`src/rtl/uart_pkg.sv`:
```
// Shared line levels, stream header and controller state encoding for the
// accumulator result streamer.
package uart_pkg;

   localparam logic       UART_IDLE     = 1'b1;
   localparam logic       UART_START    = 1'b0;
   localparam logic       UART_STOP     = 1'b1;
   localparam logic [7:0] STREAM_HEADER = 8'hA5;

   typedef enum logic [2:0] {
      IDLE,
      SEND_HDR,
      FETCH,
      CAPTURE,
      SEND_BYTE,
      TX_WAIT,
      FINISH
   } streamer_state_t;

endpackage

```
`src/rtl/uart_tx_byte.sv`:
```
// 8N1 byte transmitter: one start bit, eight data bits LSB first, one stop bit,
// each held CLK_PER_BIT cycles; tx_done pulses after the stop bit completes.
module uart_tx_byte
   import uart_pkg::*;
#(
   parameter int CLK_PER_BIT = 4
) (
   input  logic       clk,
   input  logic       rst_n,
   input  logic       tx_start,
   input  logic [7:0] tx_data,
   output logic       tx_busy,
   output logic       tx_done,
   output logic       uart_tx
);

   localparam int BAUD_W = $clog2(CLK_PER_BIT);
   localparam logic [BAUD_W-1:0] BAUD_LAST = BAUD_W'(CLK_PER_BIT - 1);

   logic [BAUD_W-1:0] r_baud_cnt;
   logic [3:0]        r_bit_cnt;
   logic [7:0]        r_shift;
   logic              r_active;
   logic              r_done;
   logic              r_tx;

   // r_bit_cnt: 0 = start bit, 1..8 = data bits, 9 = stop bit
   always_ff @(posedge clk or negedge rst_n) begin
      if (!rst_n) begin
         r_baud_cnt <= '0;
         r_bit_cnt  <= '0;
         r_shift    <= '0;
         r_active   <= 1'b0;
         r_done     <= 1'b0;
         r_tx       <= UART_IDLE;
      end else begin
         r_done <= 1'b0;
         if (!r_active) begin
            if (tx_start) begin
               r_active   <= 1'b1;
               r_shift    <= tx_data;
               r_bit_cnt  <= '0;
               r_baud_cnt <= '0;
               r_tx       <= UART_START;
            end
         end else if (r_baud_cnt == BAUD_LAST) begin
            r_baud_cnt <= '0;
            if (r_bit_cnt == 4'd9) begin
               r_active <= 1'b0;
               r_done   <= 1'b1;
               r_tx     <= UART_IDLE;
            end else begin
               r_bit_cnt <= r_bit_cnt + 4'd1;
               if (r_bit_cnt == 4'd8) begin
                  r_tx <= UART_STOP;
               end else begin
                  r_tx    <= r_shift[0];
                  r_shift <= {1'b0, r_shift[7:1]};
               end
            end
         end else begin
            r_baud_cnt <= r_baud_cnt + 1'b1;
         end
      end
   end

   assign tx_busy = r_active;
   assign tx_done = r_done;
   assign uart_tx = r_tx;

endmodule

```
`src/rtl/uart_result_streamer.sv`:
```
// Streams a run of accumulator words to the host: header byte A5, then each
// word little-endian as 8N1 frames. One read per word, addresses wrap.
module uart_result_streamer
   import uart_pkg::*;
#(
   parameter int ACC_WIDTH      = 32,
   parameter int MATRIX_SIZE    = 8,
   parameter int ACC_ADDR_WIDTH = $clog2(MATRIX_SIZE*MATRIX_SIZE),
   parameter int F_CLK          = 50_000_000,
   parameter int BAUD           = 921_600,
   parameter int CLK_PER_BIT    = F_CLK/BAUD
) (
   input  logic                      clk,
   input  logic                      rst_n,
   input  logic                      start,
   input  logic [ACC_ADDR_WIDTH-1:0] base_addr,
   input  logic [ACC_ADDR_WIDTH:0]   count,
   output logic [ACC_ADDR_WIDTH-1:0] acc_rd_addr,
   input  logic [ACC_WIDTH-1:0]      acc_rd_data,
   output logic                      busy,
   output logic                      done,
   output logic                      uart_tx
);

   localparam int BYTES_PER_WORD = ACC_WIDTH/8;
   localparam int MAX_WORDS      = MATRIX_SIZE*MATRIX_SIZE;
   localparam int BIDX_W         = $clog2(BYTES_PER_WORD + 1);
   localparam logic [ACC_ADDR_WIDTH:0] MAX_COUNT = (ACC_ADDR_WIDTH+1)'(MAX_WORDS);
   localparam logic [BIDX_W-1:0]       LAST_IDX  = BIDX_W'(BYTES_PER_WORD);

   streamer_state_t           r_state;
   logic [ACC_ADDR_WIDTH-1:0] r_addr;
   logic [ACC_ADDR_WIDTH:0]   r_words_left;
   logic [BIDX_W-1:0]         r_byte_idx;
   logic [ACC_WIDTH-1:0]      r_word;
   logic                      r_hdr_phase;

   logic [ACC_ADDR_WIDTH:0]   w_count;
   logic                      w_tx_start;
   logic [7:0]                w_tx_data;
   logic                      w_tx_busy;
   logic                      w_tx_done;

   assign w_count    = (count > MAX_COUNT) ? MAX_COUNT : count;
   assign w_tx_start = ((r_state == SEND_HDR) || (r_state == SEND_BYTE)) && !w_tx_busy;
   assign w_tx_data  = (r_state == SEND_HDR) ? STREAM_HEADER : r_word[7:0];

   always_ff @(posedge clk or negedge rst_n) begin
      if (!rst_n) begin
         r_state      <= IDLE;
         r_addr       <= '0;
         r_words_left <= '0;
         r_byte_idx   <= '0;
         r_word       <= '0;
         r_hdr_phase  <= 1'b0;
      end else begin
         case (r_state)
            IDLE: begin
               if (start) begin
                  r_addr       <= base_addr;
                  r_words_left <= w_count;
                  r_hdr_phase  <= 1'b1;
                  r_state      <= (count == '0) ? FINISH : SEND_HDR;
               end
            end
            SEND_HDR: begin
               if (!w_tx_busy) r_state <= TX_WAIT;
            end
            FETCH: r_state <= CAPTURE;
            CAPTURE: begin
               r_word       <= acc_rd_data;
               r_byte_idx   <= '0;
               r_words_left <= r_words_left - 1'b1;
               r_addr       <= r_addr + 1'b1;
               r_state      <= SEND_BYTE;
            end
            // The low byte goes out now; shift so the next one is ready.
            SEND_BYTE: begin
               if (!w_tx_busy) begin
                  r_word     <= r_word >> 8;
                  r_byte_idx <= r_byte_idx + 1'b1;
                  r_state    <= TX_WAIT;
               end
            end
            TX_WAIT: begin
               if (w_tx_done) begin
                  if (r_hdr_phase) begin
                     r_hdr_phase <= 1'b0;
                     r_state     <= FETCH;
                  end else if (r_byte_idx != LAST_IDX) begin
                     r_state <= SEND_BYTE;
                  end else if (r_words_left != '0) begin
                     r_state <= FETCH;
                  end else begin
                     r_state <= FINISH;
                  end
               end
            end
            FINISH:  r_state <= IDLE;
            default: r_state <= IDLE;
         endcase
      end
   end

   assign acc_rd_addr = r_addr;
   assign busy        = (r_state != IDLE) && (r_state != FINISH);
   assign done        = (r_state == FINISH);

   uart_tx_byte #(
      .CLK_PER_BIT(CLK_PER_BIT)
   ) u_tx (
      .clk     (clk),
      .rst_n   (rst_n),
      .tx_start(w_tx_start),
      .tx_data (w_tx_data),
      .tx_busy (w_tx_busy),
      .tx_done (w_tx_done),
      .uart_tx (uart_tx)
   );

endmodule

```
`config.mk`:
```
export PLATFORM = sky130hd
export DESIGN_NAME = uart_result_streamer
export DESIGN_NICKNAME = d
export VERILOG_FILES = /design/src/rtl/uart_pkg.sv /design/src/rtl/uart_tx_byte.sv /design/src/rtl/uart_result_streamer.sv
export SDC_FILE = /design/constraint.sdc
export NUM_CORES = 1
export LEC_CHECK = 0
export ABC_AREA = 1
export BUFFER_PORTS_ARGS = -buffer_cell sky130_fd_sc_hd__buf_2
export CAP_MARGIN = 20
export CORE_UTILIZATION = 40
export CTS_BUF_LIST = sky130_fd_sc_hd__clkbuf_8
export CTS_CLUSTER_SIZE = 24
export DETAILED_ROUTE_END_ITERATION = 12
export PLACE_DENSITY_LB_ADDON = 0.1
export SYNTH_ARGS = -nofsm -noshare
export SYNTH_HDL_FRONTEND = slang
export SYNTH_HIERARCHICAL = 1
export SYNTH_SLANG_ARGS = --single-unit
```
`constraint.sdc`:
```
create_clock -name clk -period 3.9 [get_ports clk]
set_input_delay 0.39 -clock clk [delete_from_list [all_inputs] [get_ports clk]]
set_output_delay 0.39 -clock clk [all_outputs]
set_load 0.01 [all_outputs]
```
==> reports/qor.yml, run 1 <==
outcome: "finished, final reports clean"
diodes: 0
drt_first_pass_iters: 4
synth_common_cells: "nand2_1 (154), dfrtp_1 (72), inv_1 (65)"
synth.net_count: 580
cts_root_buffer: "clkbuf_8"
worst_setup_path_end_kind: "flip-flop"
postRouteAntennaNets: 0
finalNetCount: 632
cts_hold_buf: 0
finalSetupViolCount: 0
worst-path-buf-inv: 1
switchingPower_mw: 1.38
power_frac_comb_pct: 42.2
leakage_nw: 2.33
path_cells: "nor2_2 -> nand2_2 -> inv_4 -> nor2_4 -> nor2_1 -> nand2_1 -> nand2_4 -> nand2_2 -> nand2_1 -> nand2_1"
row_count: 36
synth_seq_area_share_pct: 44.9
cts_resized: 0
post-route-min-period_ns: 2.01
grt_remaining_overflow: 0
tns_ns: 0
syn-mean-instance-area_um2: 7.79
power_frac_seq_pct: 41.6
finalMaxSlewViolations: 0
cp.required_ns: 4.12
yosysWarnings: 6
die_w_um: 103
insertion_delay_ns: 0.33
hold_class: "in2async"
drcViolationCount: 0
synth_area_leader_cell: "dfrtp_1"
syn-cell-area_um2: 4070
die_area_um2: 10600
critPathMaxStageDelay_ns: 0.47
dp_hpwl_um: 5950
crit_slowest_cell: "dfrtp_1"
cts_tree: "done"
use_met1_pct: 25.7
drt_iter0_drc: 118
synthArstFlopShare_pct: 100
grt_pass1_vias: 3183
busiest_layer: "met2"
worst_pin_slew_ns: 0.516
cp-start-kind: "flip-flop"
yosysTopAreaCellShare_pct: 44.2
grtUsageTotal_pct: 17.8
initial_core_util_pct: 41.5
p_clk_share_pct: 16.3
synthCells: 523
final_layout_size_suffix_gt1_share_pct: 17.2
cts.sink_count: 73
synth.area.top_cells: "dfrtp_1 (44%), nand2_1 (14%), inv_1 (6.0%), nand3_1 (5.4%), o21ai_0 (4.1%)"
slew-limit-headroom_pct: 65.6
area_delta_synth_final_pct: 12.2
grt_antenna_before_repair: 0
post-route-period-util_pct: 51.6
rrSetupSlack_ns: 1.89
ys.flop_type: "dfrtp_1"
p_int_mw: 1.85
portBuffers: 56
synth-edff-count: 0
via_per_inst: 4.71
gp_congestion: 0.849
htreeDepth: 3
num_vias: 3356
post-cts-setup-buffers: 0
hold_violations: 0
peakVddDrop_mv: 0.256
cap_violations: 0
power_density_nw_per_um2: 707
use_met2_pct: 27.2
fill_cells: 1037
crit_family: "simple AND/OR/NAND/NOR gates"
fmax_mhz: 497
rsz0062_at_grt: "false"
cts_buffer_depth: 2
grt_max_degree: 53
ys_ff_latch: 73
wl_um: 8280
yosys.cell_types.count: 35
crit_fanout: 52
p_total_mw: 3.23
wl_per_cell_um: 11.6
arrival_ns: 2.23
grt_pass1_wl_um: 14800
core_um2: 9820
globalRouteMet3Util_pct: 3.05
crit_path_frequent_cell: "nand2_1"
crit_type: "reg2reg"
synth.most_common_cell: "nand2_1"
sw_frac_of_total_pct: 42.8
clock_skew_ns: 0.00960
num_io_pins: 57
die_h_um: 103
numCtsBuffers: 9
clk_pin_slew_worst_paths_ns: 0.08
## flip-flops by register name, summed over array words and instances, names as in the netlist
name             count
u_tx/tx_busy         1
u_tx/uart_tx         1
r_byte_idx           3
u_tx/tx_done         1
u_tx/r_shift         8
r_state              3
acc_rd_addr          6
u_tx/r_baud_cnt      6
u_tx/r_bit_cnt       4
r_hdr_phase          1
r_word              32
r_words_left         7
## routing by layer
| layer | wire (um) | up-vias |
|---|---|---|
| met1 | 4190 | 1503 |
| met5 | 0 | - |
| met2 | 3720 | 67 |
| met4 | 60 | 0 |
| met3 | 297 | 6 |
| li1 | - | 1780 |
## stage by stage
| stage | instances | cell area, um2 | utilization, % | worst slack, ns | hold slack [ns] |
|---|---|---|---|---|---|
| after floorplan | 523 | 4070 | - | 2.44 | 0.0944 |
| after global placement | 697 | 4390 | 44.8 | 1.97 | 0.389 |
| after detailed placement | 697 | 4390 | 44.8 | 1.89 | 0.390 |
| after CTS | 713 | 4570 | 46.5 | 1.88 | 0.0188 |
| after global routing | 713 | 4570 | 46.5 | 1.67 | 0.0391 |
| final | 713 | 4570 | 46.5 | 1.89 | 0.00852 |
## cell families (layout without fill, tap and decap cells)
family / after synthesis / count (layout) / share of synthesized area, %
AOI/OAI and AO/OA: 88 / 88 / 12.6
xor gates and xnor gates: 7 / 7 / 1.51
adders and majority gates: 9 / 9 / 2.77
buffers and inverters: 89 / 146 / 10.4
DFF: 73 / 73 / 44.9
and+or+nand+nor: 257 / 257 / 27.8
## layout make-up
| class | instances | area, um2 | share of cell area [%] |
|---|---|---|---|
| clock inverters | 5 | 23.8 | 0.520 |
| multi-input cells | 361 | 1820 | 39.8 |
| repair buffers | 58 | 295 | 6.46 |
| inverters | 72 | 285 | 6.24 |
| well taps | 133 | 166 | 3.64 |
| clock buffers | 11 | 151 | 3.31 |
| flip-flops and latches | 73 | 1830 | 40.0 |
## final timing paths
kind,startpoint,endpoint,cells after the start
worst max-delay path,r_state[0]$_DFFE_PN0P_,u_tx/r_shift[3]$_DFFE_PN0P_,10
worst min-delay path,rst_n,u_tx/r_shift[5]$_DFFE_PN0P_,1
worst min register to register,u_tx/r_shift[7]$_DFFE_PN0P_,u_tx/r_shift[7]$_DFFE_PN0P_,2
min in group clk,acc_rd_data[30],r_word[30]$_DFFE_PN0P_,3
max in group asynchronous,rst_n,r_byte_idx[1]$_DFFE_PN0P_,2
worst max register to register,r_state[0]$_DFFE_PN0P_,u_tx/r_shift[3]$_DFFE_PN0P_,10
## cells in the final DEF (no fill, tap or decap), types with 3 or more instances in the layout
cell type	Yosys	layout
a21oi_1	5	5
buf_2	7	56
clkbuf_8	0	11
dfrtp_1	72	72
ha_1	9	9
inv_1	65	68
inv_2	4	4
nand2_1	154	154
nand2_2	4	4
nand2_4	4	4
nand3_1	44	44
nand4_1	3	3
nor2_1	32	32
nor2_2	5	5
nor3_1	4	4
o211ai_1	19	19
o21ai_0	33	33
o21ai_1	22	22
o22ai_1	5	5
xnor2_1	3	3
xor2_1	4	4
## power groups by stage
| stage | registers (mW) | logic [mW] | clock network (mW) |
|---|---|---|---|
| floorplan | 1.31 | 1.13 | 0 |
| global placement | 1.34 | 1.35 | 0 |
| detailed placement | 1.35 | 1.38 | 0 |
| CTS | 1.34 | 1.38 | 0.550 |
| global route | 1.39 | 1.60 | 0.590 |
| finish | 1.34 | 1.36 | 0.526 |
Note: power is estimated with default switching activity, not from simulation.
==> inputs of run 2 (changes only) <==
Clock period 3.9 ns to 2 ns, I/O delays scaled along.
==> run 2 against run 1 <==
Non-clock buffer count is 6 higher. Final cell count increased by 0.84%. Clock power grew to 2.7 times the previous value. Sequential share of layout area shrank 1.1 points. Critical endpoint is now u_tx/r_shift[7]$_DFFE_PN0P_. Power up 110%. Global-route usage up 0.21 points. Critical path depth unchanged. Count of clock-buffer cells in the layout decreased by 2. Register-to-register slack got worse by 1.6 ns. Clock skew up 0.0017 ns.
==> reports/qor.yml, run 2 (synthesis gave the netlist of run 1 again) <==
switchingPower_mw: 2.75  # +99%
crit_fanout: 14  # -73%
sw_frac_of_total_pct: 40.8  # -2.0 points
mostFrequentLayoutCell: "nand2_1"
p_int_mw: 3.98  # +120%
worst_pin_slew_ns: 0.509  # -0.00657 ns
area.sequential_um2: 1830  # unchanged
final_layout_size_suffix_gt1_share_pct: 18.3  # +1.0 points
worst_setup_path_end_kind: "flip-flop"
power_frac_comb_pct: 40.8  # -1.4 points
die_w_um: 103  # unchanged
hold_violations: 0  # unchanged
utilization_pct: 47.8  # +1.3 points
outcome: "finished, final reports clean"
cts_resized: 0  # unchanged
die_area_um2: 10600  # unchanged
fmax_mhz: 582  # +17%
cts_hold_buf: 1  # +1
finalNetCount: 638  # +0.95%
tns_ns: 0  # unchanged
crit_slowest_cell: "dfrtp_1"
crit_family: "simple AND/OR/NAND/NOR gates"
worst-path-buf-inv: 1  # unchanged
grt_antenna_before_repair: 0  # unchanged
num_vias: 3399  # +1.3%
rsz0062_at_grt: "false"
grt_pass1_wl_um: 14900  # +0.65%
core_um2: 9820  # unchanged
via_per_inst: 4.73  # +0.44%
grt_max_degree: 51  # -3.8%
hold_class: "in2reg"
clk_pin_slew_worst_paths_ns: 0.08  # about the same
htreeDepth: 3  # unchanged
wl_per_cell_um: 11.7  # +0.95%
fill_cells: 1039  # +0.19%
grt_pass1_vias: 3251  # +2.1%
crit_path_frequent_cell: "nand2_1"
cp-start-kind: "flip-flop"
row_count: 36  # unchanged
final_cell_mix: "nand2_1 (154), dfrtp_1 (72), inv_1 (66)"
arrival_ns: 1.95  # -0.28 ns
largest_reg_flops: 32  # unchanged
peakVddDrop_mv: 0.531  # +110%
post-route-period-util_pct: 85.9  # +34 points
grt_remaining_overflow: 0  # unchanged
post-route-min-period_ns: 1.72  # -0.293 ns
drt_first_pass_iters: 4  # unchanged
cts_tree: "done"
dp_hpwl_um: 5930  # -0.29%
reg_top3: "r_word: 32 flops, u_tx/r_shift: 8 flops, r_words_left: 7 flops"
grtUsageTotal_pct: 18.0  # +0.21 points
cts_root_buffer: "clkbuf_8"
leakage_nw: 2.39  # +2.4%
insertion_delay_ns: 0.34  # about the same
numCtsBuffers: 9  # unchanged
power_frac_seq_pct: 38.4  # -3.2 points
wl_um: 8430  # +1.8%
finalMaxSlewViolations: 0  # unchanged
initial_core_util_pct: 41.5  # unchanged
finalSetupViolCount: 0  # unchanged
num_io_pins: 57  # unchanged
postRouteAntennaNets: 0  # unchanged
cap_violations: 0  # unchanged
crit_type: "reg2reg"
portBuffers: 56  # unchanged
gp_congestion: 0.851  # +0.22%
clock_skew_ns: 0.0113  # +0.00170 ns
diodes: 0  # unchanged
cp.required_ns: 2.23  # -1.89 ns
cts_buffer_depth: 2  # unchanged
die_h_um: 103  # unchanged
cts.sink_count: 73  # unchanged
multi_input_area_um2: 1820  # unchanged
area_delta_synth_final_pct: 15.3
path_cells: "inv_2 -> nand2_4 -> nor2_2 -> nor2_4 -> nor2_1 -> nand2_1 -> nand2_4 -> nand2_2 -> nand2_1 -> nand2_1"
slew-limit-headroom_pct: 66.0  # +0.41 points
power_density_nw_per_um2: 1430  # +100%
p_clk_share_pct: 20.8  # +4.5 points
critPathMaxStageDelay_ns: 0.46  # about the same
post-cts-setup-buffers: 0  # unchanged
top_register: "r_word"
drt_iter0_drc: 103  # -13%
drcViolationCount: 0  # unchanged
run 2: worst paths after layout:
check	endpoint	depth (start not counted)	start	slack, ns
worst max register to register	u_tx/r_shift[7]$_DFFE_PN0P_	10	r_state[2]$_DFFE_PN0P_	0.28
min in group asynchronous	u_tx/r_shift[6]$_DFFE_PN0P_	2	rst_n	0.36
worst min-delay path	r_word[28]$_DFFE_PN0P_	3	acc_rd_data[28]	0.06
max in group asynchronous	u_tx/uart_tx$_DFFE_PN1P_	3	rst_n	0.94
worst max-delay path	u_tx/r_shift[7]$_DFFE_PN0P_	10	r_state[2]$_DFFE_PN0P_	0.28
worst min register to register	u_tx/r_bit_cnt[3]$_DFFE_PN0P_	2	u_tx/r_bit_cnt[3]$_DFFE_PN0P_	0.48
run 2: power by group through the flow:
stage          sequential [mW]  clock [mW]  combinational [mW]
2_1_floorplan             2.55           0                2.21
3_3_place_gp              2.58           0                2.72
3_5_place_dp              2.60           0                2.77
4_1_cts                   2.58        1.45                2.79
5_1_grt                   2.67        1.51                3.22
6_report                  2.58        1.40                2.75
run 2: metrics by stage:
stage	setup WS, ns	hold slack (ns)	cells	total power [mW]	instance area (um2)
after floorplan	0.544	-0.0956	523	4.76	4070
after global placement	0.314	0.194	702	5.30	4440
after CTS	0.266	0.0350	719	6.82	4700
after global routing	0.126	0.0681	719	7.41	4700
after detailed placement	0.274	0.197	702	5.38	4440
final	0.282	0.0590	719	6.73	4700
run 2: per-layer routing:
metal / global-route usage (%) / vias up / wire [um]
met5: 0 / - / 0
met2: 28.3 / 59 / 3920
met1: 24.8 / 1539 / 4150
met3: 3.66 / 4 / 293
li1: - / 1797 / -
met4: 6.28 / 0 / 59
run 2: worst min-delay path, cell delays in order:
cell,delay (ns)
buf_2,0.07
nand2_1,0.04
o21ai_0,0.05
run 2: area by class of cell:
type	count	share of cell area [%]
sequential	73	38.9
multi-input combinational	361	38.7
timing repair buffer	64	7.57
inverter	72	6.07
tap	133	3.54
clock buffer	9	2.64
clock inverter	7	2.53
==> inputs of run 3 (changes only) <==
Settings changed: CTS_BUF_LIST sky130_fd_sc_hd__clkbuf_8 to unset.
==> run 3 against run 2 <==
Critical path depth is the same. Highest routed layer unchanged. Non-clock buffer count is the same. Die area is the same.
==> reports/qor.yml, run 3 (synthesis gave the netlist of run 1 again) <==
final_layout_size_suffix_gt1_share_pct: 18.3  # unchanged
rsz0062_at_grt: "false"
htreeDepth: 3  # unchanged
grt_pass1_vias: 3251  # unchanged
holdWs_ns: 0.0590  # unchanged
cp-start-kind: "flip-flop"
grt_antenna_before_repair: 0  # unchanged
wl_um: 8420  # about the same
initial_core_util_pct: 41.5  # unchanged
portBuffers: 56  # unchanged
cts.sink_count: 73  # unchanged
row_count: 36  # unchanged
outcome: "finished, final reports clean"
cap_violations: 0  # unchanged
power_density_nw_per_um2: 1430  # about the same
path_cells: "inv_2 -> nand2_4 -> nor2_2 -> nor2_4 -> nor2_1 -> nand2_1 -> nand2_4 -> nand2_2 -> nand2_1 -> nand2_1"
numCtsBuffers: 9  # unchanged
cts_tree: "done"
postPlaceCellArea_um2: 4440  # unchanged
place_inst: 702  # unchanged
cts_hold_buf: 1  # unchanged
finalMaxSlewViolations: 0  # unchanged
final_cell_area_um2: 4700  # unchanged
r2r_cells: 10  # unchanged
p_total_mw: 6.73  # about the same
hold_violations: 0  # unchanged
area_delta_synth_final_pct: 15.3  # unchanged
grt_max_degree: 51  # unchanged
postRouteAntennaNets: 0  # unchanged
grt_pass1_wl_um: 14900  # unchanged
wl_per_cell_um: 11.7  # about the same
peakVddDrop_mv: 0.536  # +0.89%
crit_fanout: 14  # unchanged
worst_pin_slew_ns: 0.509  # unchanged
hold_class: "in2reg"
finalSetupViolCount: 0  # unchanged
die_h_um: 103  # unchanged
fin_ws_ns: 0.282  # -0.0000750 ns
drt_iter0_drc: 103  # unchanged
critPathMaxStageDelay_ns: 0.46  # about the same
post-route-period-util_pct: 85.9  # about the same
crit_slowest_cell: "dfrtp_1"
slew-limit-headroom_pct: 66.0  # unchanged
drcViolationCount: 0  # unchanged
utilization_pct: 47.8  # unchanged
dp_hpwl_um: 5930  # unchanged
final_cell_mix: "nand2_1 (154), dfrtp_1 (72), inv_1 (65)"
leakage_nw: 2.38  # -0.17%
min_path_cells: 3  # unchanged
arrival_ns: 1.95  # about the same
insertion_delay_ns: 0.34  # about the same
cts_root_buffer: "clkbuf_8"
fmax_mhz: 582  # about the same
num_io_pins: 57  # unchanged
grtUsageTotal_pct: 18.0  # unchanged
drt_first_pass_iters: 4  # unchanged
largest_reg_flops: 32  # unchanged
crit_path_frequent_cell: "nand2_1"
mostFrequentLayoutCell: "nand2_1"
finalNetCount: 638  # unchanged
cts_buffer_depth: 2  # unchanged
die_w_um: 103  # unchanged
gp_congestion: 0.851  # unchanged
core_um2: 9820  # unchanged
num_vias: 3402  # +0.088%
die_area_um2: 10600  # unchanged
rrSetupSlack_ns: 0.28  # about the same
crit_type: "reg2reg"
grt_remaining_overflow: 0  # unchanged
clock_skew_ns: 0.0111  # -0.000229 ns
top_register: "r_word"
via_per_inst: 4.73  # about the same
post-route-min-period_ns: 1.72  # +0.0000750 ns
clk_pin_slew_worst_paths_ns: 0.08  # about the same
reg_top3: "r_word: 32 flops, u_tx/r_shift: 8 flops, r_words_left: 7 flops"
dp_slack_ns: 0.274  # unchanged
worst_setup_path_end_kind: "flip-flop"
cp.required_ns: 2.23  # about the same
tns_ns: 0  # unchanged
final_cell_count_no_fill: 719  # unchanged
diodes: 0  # unchanged
cts_resized: 0  # unchanged
post-cts-setup-buffers: 0  # unchanged
==> run 3: worst max-delay path, delay by kind of cell (launching register included) <==
family        cells  cell delay, ns
buf+inv           1            0.13
flops             1            0.46
simple gates      9            1.01
==> run 3: power by group <==
| part | switching (mW) | internal, mW |
|---|---|---|
| sequential | 0.440 | 2.14 |
| clock | 0.567 | 0.836 |
| combinational | 1.74 | 1.01 |
| total | 2.74 | 3.99 |
==> run 3: routing by layer <==
metal / GRT usage [%] / wire length (um) / up-vias
met5: 0 / 0 / -
met4: 6.28 / 59 / 0
met3: 3.66 / 293 / 4
met2: 28.3 / 3920 / 59
met1: 24.8 / 4150 / 1542
li1: - / - / 1797
==> run 3: worst paths after layout <==
kind                                               start                       endpoint
max reg2reg                       r_state[2]$_DFFE_PN0P_    u_tx/r_shift[7]$_DFFE_PN0P_
max                               r_state[2]$_DFFE_PN0P_    u_tx/r_shift[7]$_DFFE_PN0P_
max in group asynchronous                          rst_n       u_tx/uart_tx$_DFFE_PN1P_
min reg2reg                u_tx/r_bit_cnt[3]$_DFFE_PN0P_  u_tx/r_bit_cnt[3]$_DFFE_PN0P_
min in group asynchronous                          rst_n    u_tx/r_shift[6]$_DFFE_PN0P_
min                                      acc_rd_data[28]         r_word[28]$_DFFE_PN0P_
==> run 3: layout make-up <==
type	count	area (um2)
Fill cell	1039	5120
Sequential cell	73	1830
Multi-Input combinational cell	361	1820
Timing Repair Buffer	64	355
Inverter	72	285
Tap cell	133	166
Clock buffer	10	128
Clock inverter	6	115
